`config.mk`:
```
export PLATFORM = sky130hd
export DESIGN_NAME = fifo_param
export DESIGN_NICKNAME = d
export VERILOG_FILES = /design/src/rtl/fifo_param.sv
export SDC_FILE = /design/constraint.sdc
export NUM_CORES = 1
export LEC_CHECK = 0
export BUFFER_PORTS_ARGS = -buffer_cell sky130_fd_sc_hd__buf_2
export CAP_MARGIN = 30
export CORE_UTILIZATION = 66
export CTS_BUF_LIST = sky130_fd_sc_hd__clkbuf_16
export DETAILED_ROUTE_END_ITERATION = 12
export PLACE_DENSITY = 0.93
export SYNTH_ARGS = -nofsm -noshare
export SYNTH_HDL_FRONTEND = slang
export SYNTH_SLANG_ARGS = --single-unit
```
`constraint.sdc`:
```
create_clock -name clock -period 8.5 [get_ports clock]
set_input_delay 1.275 -clock clock [delete_from_list [all_inputs] [get_ports clock]]
set_output_delay 1.275 -clock clock [all_outputs]
set_load 0.03 [all_outputs]
```
`src/rtl/fifo_param.sv`:
```
// Parametrised synchronous first-word-fall-through FIFO.
// Producer pushes with pin; consumer pops by holding its stall (sin) low.
// All DEPTH entries are usable: pointers carry an extra wrap bit so that
// full and empty can be told apart without sacrificing a slot.
// Adds occupancy count, almost-full/almost-empty thresholds and sticky
// overflow/underflow flags cleared by clr_err.
module fifo_param #(
    parameter int unsigned WIDTH    = 9,
    parameter int unsigned DEPTH    = 32,
    localparam int unsigned AW      = $clog2(DEPTH),
    parameter int unsigned AF_LEVEL = DEPTH - 4,
    parameter int unsigned AE_LEVEL = 4
) (
    input  logic             clock,
    input  logic             reset,
    input  logic             pin,
    input  logic             sin,
    input  logic [WIDTH-1:0] din,
    input  logic             clr_err,
    output logic             pout,
    output logic [WIDTH-1:0] dout,
    output logic             full,
    output logic             almost_full,
    output logic             almost_empty,
    output logic [AW:0]      count,
    output logic             overflow,
    output logic             underflow
);

    // Thresholds and increment sized to the count/pointer width.
    localparam logic [AW:0] AfThresh = (AW + 1)'(AF_LEVEL);
    localparam logic [AW:0] AeThresh = (AW + 1)'(AE_LEVEL);
    localparam logic [AW:0] One      = (AW + 1)'(1);

    // Reject illegal configurations at elaboration time.
    if (((DEPTH & (DEPTH - 1)) != 0) || (DEPTH < 4)) begin : g_bad_depth
        $error("fifo_param: DEPTH must be a power of two and at least 4");
    end
    if (AE_LEVEL >= AF_LEVEL) begin : g_bad_levels
        $error("fifo_param: AE_LEVEL must be below AF_LEVEL");
    end

    logic [WIDTH-1:0] mem_q [DEPTH];

    logic [AW:0] wr_ptr_q, wr_ptr_d;
    logic [AW:0] rd_ptr_q, rd_ptr_d;
    logic [AW:0] count_q, count_d;
    logic        overflow_q, overflow_d;
    logic        underflow_q, underflow_d;

    logic        empty;
    logic        full_int;
    logic        rd_acc;
    logic        wr_acc;
    logic        wr_en;
    logic [AW-1:0] wr_addr;

    // Status derived from the registered pointers; handshake accepts.
    always_comb begin
        empty    = (wr_ptr_q == rd_ptr_q);
        full_int = (wr_ptr_q[AW-1:0] == rd_ptr_q[AW-1:0]) &&
                   (wr_ptr_q[AW] != rd_ptr_q[AW]);
        rd_acc   = !sin && !empty;
        // A push into a full FIFO only succeeds when a pop frees a slot.
        wr_acc   = pin && (!full_int || rd_acc);
        wr_en    = wr_acc && !reset;
        wr_addr  = wr_ptr_q[AW-1:0];
    end

    // Next-state for pointers, occupancy and sticky error flags.
    always_comb begin
        wr_ptr_d    = wr_ptr_q;
        rd_ptr_d    = rd_ptr_q;
        count_d     = count_q;
        overflow_d  = overflow_q;
        underflow_d = underflow_q;

        if (wr_acc) begin
            wr_ptr_d = wr_ptr_q + One;
        end
        if (rd_acc) begin
            rd_ptr_d = rd_ptr_q + One;
        end

        unique case ({wr_acc, rd_acc})
            2'b10:   count_d = count_q + One;
            2'b01:   count_d = count_q - One;
            default: count_d = count_q;
        endcase

        // Clear first so that a simultaneous set wins.
        if (clr_err) begin
            overflow_d  = 1'b0;
            underflow_d = 1'b0;
        end
        if (pin && !wr_acc) begin
            overflow_d = 1'b1;
        end
        if (!sin && empty) begin
            underflow_d = 1'b1;
        end
    end

    // Control state register with synchronous reset.
    always_ff @(posedge clock) begin
        if (reset) begin
            wr_ptr_q    <= '0;
            rd_ptr_q    <= '0;
            count_q     <= '0;
            overflow_q  <= 1'b0;
            underflow_q <= 1'b0;
        end else begin
            wr_ptr_q    <= wr_ptr_d;
            rd_ptr_q    <= rd_ptr_d;
            count_q     <= count_d;
            overflow_q  <= overflow_d;
            underflow_q <= underflow_d;
        end
    end

    // Storage array; contents are not reset, stale words are unreachable.
    always_ff @(posedge clock) begin
        if (wr_en) begin
            mem_q[wr_addr] <= din;
        end
    end

    // Outputs: head of queue falls through combinationally from storage.
    always_comb begin
        pout         = !empty;
        dout         = mem_q[rd_ptr_q[AW-1:0]];
        full         = full_int;
        count        = count_q;
        almost_full  = (count_q >= AfThresh);
        almost_empty = (count_q <= AeThresh);
        overflow     = overflow_q;
        underflow    = underflow_q;
    end

endmodule

```
==> impl_results.md <==
* Initial antenna violation count at 0
* Power per Cell Area at about 260 mW/mm²
* PortBufs at 34
* Area Growth Syn to Fin at 11.0%
* Hold WC Path Type: register to register
* CTS resizes at 0
* Final Setup Violations at 0
* Clock tree buffer depth at 3
* Wire per inst at approximately 33 µm
* Startpoint Class: register
* Number of cell rows at 49
* Width of the die at ~140 µm
* Vias in the first global route at ~6600
* Grt total ovfl at 0
* Number of flops mapped to enable cells by yosys at approximately 290
* Fmax at 197 MHz
* Clock Skews at approximately 22 ps
* Unrepaired setup endpoints after global routing: false
* Die area at ~0.019 mm²
* DRT Wirelength at around 30000 µm
* Synth area leaders: edfxtp_1, mux4_2, dfxtp_1, nor2_1, ha_1
* VDD IR max at 0.000174 V
* Io pins at 35
* H-tree depth at 1
* TritonRoute pass-1 iters at 12
* Cell Area, Synth at around 0.012 mm²
* Status: finished with violations
* Overall routing resource usage at approximately 32%
* Hpwl dp at approximately 16000 µm
* Via density at approximately 7.2
* Static leakage at between 4 and 5 nW
* WP data arrival at 3810 ps
* Most common cell after layout, fill and taps aside: edfxtp_1
* Inserted Clock Buffers at 30
* Failing checks: design-rule violations
* DRT antenna net count at 0
* First-pass GRT wire length at around 45000 µm
* Largest area contributor in the netlist: edfxtp_1
* Count of final max-slew check failures at 0
* Area share of the largest cell type after synthesis at a little over two thirds
* Initial Utilization at between 60% and 70%
* Number of diodes at 0
* Clk sinks at approximately 310
* Synth warn at 0
* Max-cap violation count at 0
* Synth Flop Type: edfxtp_1
* DR iter-0 viols at between 900 and 1000
* Least-Margin Pin Slew at 1090 ps
* Worst setup EP type: primary output
* Root buffer cell: clkbuf_16
* Drt drc at 3
* Largest net degree at the start of global routing at between 70 and 80
* Synth Instances at 600
* Worst-path clk slew at around 60 ps
* Fraction of registers with async set/reset at 0%
* Core Box Area at ~0.018 mm²
* Worst-Skew Late Latency at 560 ps
* Setup CP Type: register to primary output
* Postcts setup bufs at 0
* TritonCTS clock tree: built
* CTS Hold Bufs at 0
* Fillers at about 900
* Worst EP required at 7220 ps
* Routed via count at about 6500
* Fraction of layout cells with a size suffix above 1 at 29.1%
* Placer Congestion at 0.809
* Tmin final at just over 5000 ps
* Syn avg cell area at 20.7 µm²
* Cell variety after synth at 43
* Nets@finish at about 670
* Sequential-to-total area share from yosys stat at between 70% and 80%
* Post-Syn Nets at between 600 and 700
* Area after DPL at ~0.013 mm²
* Post-route setup TNS at 0 ps
* Slew margin rel. at a little over a quarter
* CP Max Fanout at 43
* #FFs+latches synth at ~310
* Die Y at 139 µm
* Most frequent cells in the layout: edfxtp_1, mux4_2, nor2_1, buf_2, clkbuf_16
* Period utilization at roughly three fifths
* Final Cell Area at roughly 0.014 mm²
* Final hold vios at 0
==> worst paths after layout <==
kind,from,cells after the start,end,slack (ps)
hold / removal,overflow,2,overflow,500
setup / recovery,register,5,dout[3],3410
hold reg to reg,overflow,2,overflow,500
setup reg to reg,wr_ptr_q[3],11,count[5],4860
==> state kept, by name, summed over array words and instances (netlist names), named ones only <==
register	cells
count	6
rd_ptr_q	6
mem_q	288
wr_ptr_q	6
overflow	1
underflow	1
==> critical path: stages (launching register included) <==
cell and delay, ps:
dfxtp_4 740, buf_4 780, mux4_2 620, mux4_2 540, mux2_2 330, buf_2 190
==> synthesized netlist by cell type, types with 2 or more instances <==
cell type	n
xnor2_1	11
dfxtp_1	25
mux2_2	9
nor4_1	2
inv_1	6
nand4_1	4
xor2_1	11
buf_4	7
nor2_1	54
buf_1	8
edfxtp_1	288
ha_1	9
a211o_1	2
mux4_2	90
buf_2	2
nand2_1	9
clkbuf_1	11
nand3_1	3
nor3_1	2
and3_1	2
mux2i_1	3
nand3b_1	4
a211oi_1	2
o21ai_0	5
a21o_1	4
or3b_2	2
a21oi_1	7
nand2b_1	2
o211ai_1	2
==> where the power goes <==
part	total, W	leakage, nW	internal (W)	switching (W)
clock	0.00130	0.484	0.000719	0.000578
combinational	0.000479	1.13	0.000218	0.000261
sequential	0.00174	2.80	0.00170	0.0000415
==> per-stage QoR <==
stage / utilization [%] / std cells / total power, W / setup slack (ps) / hold WS (ps)
final: 75.7 / 900 / 0.00352 / 3410 / 496
after global routing: 75.7 / 900 / 0.00360 / 3210 / 541
after CTS: 75.2 / 893 / 0.00351 / 3350 / 505
after detailed placement: 70.0 / 837 / 0.00224 / 3940 / 489
after global placement: 70.0 / 837 / 0.00222 / 4000 / 465
after floorplan: - / 600 / 0.00211 / 5190 / 538
==> metal layers <==
layer | track usage (%) | share of wire, %
met5 | 0 | 0
met3 | 4.56 | 11
met2 | 52.5 | 50
met1 | 46.9 | 36
met4 | 9.65 | 3.2
==> cell families after synthesis <==
group,count (synthesis),synth area share (%)
flip-flops,313,73.7
multiplexers,102,17.4
AND/OR/NAND/NOR,90,3.38
buffers and inverters,35,1.35
AO/OA/AOI/OAI,28,1.55
XOR/XNOR,22,1.55
adder cells (fa/ha/maj),10,1.07
==> area by class of cell <==
| type | instances | area, µm² | share of cell area [%] |
|---|---|---|---|
| sequential | 313 | 9150 | 66.4 |
| multi-input combinational | 252 | 3100 | 22.5 |
| clock buffer | 31 | 776 | 5.63 |
| tap | 229 | 287 | 2.08 |
| timing repair buffer | 44 | 278 | 2.02 |
| clock inverter | 25 | 164 | 1.19 |
| inverter | 6 | 22.5 | 0.163 |
(Power assumes the default switching activity.)
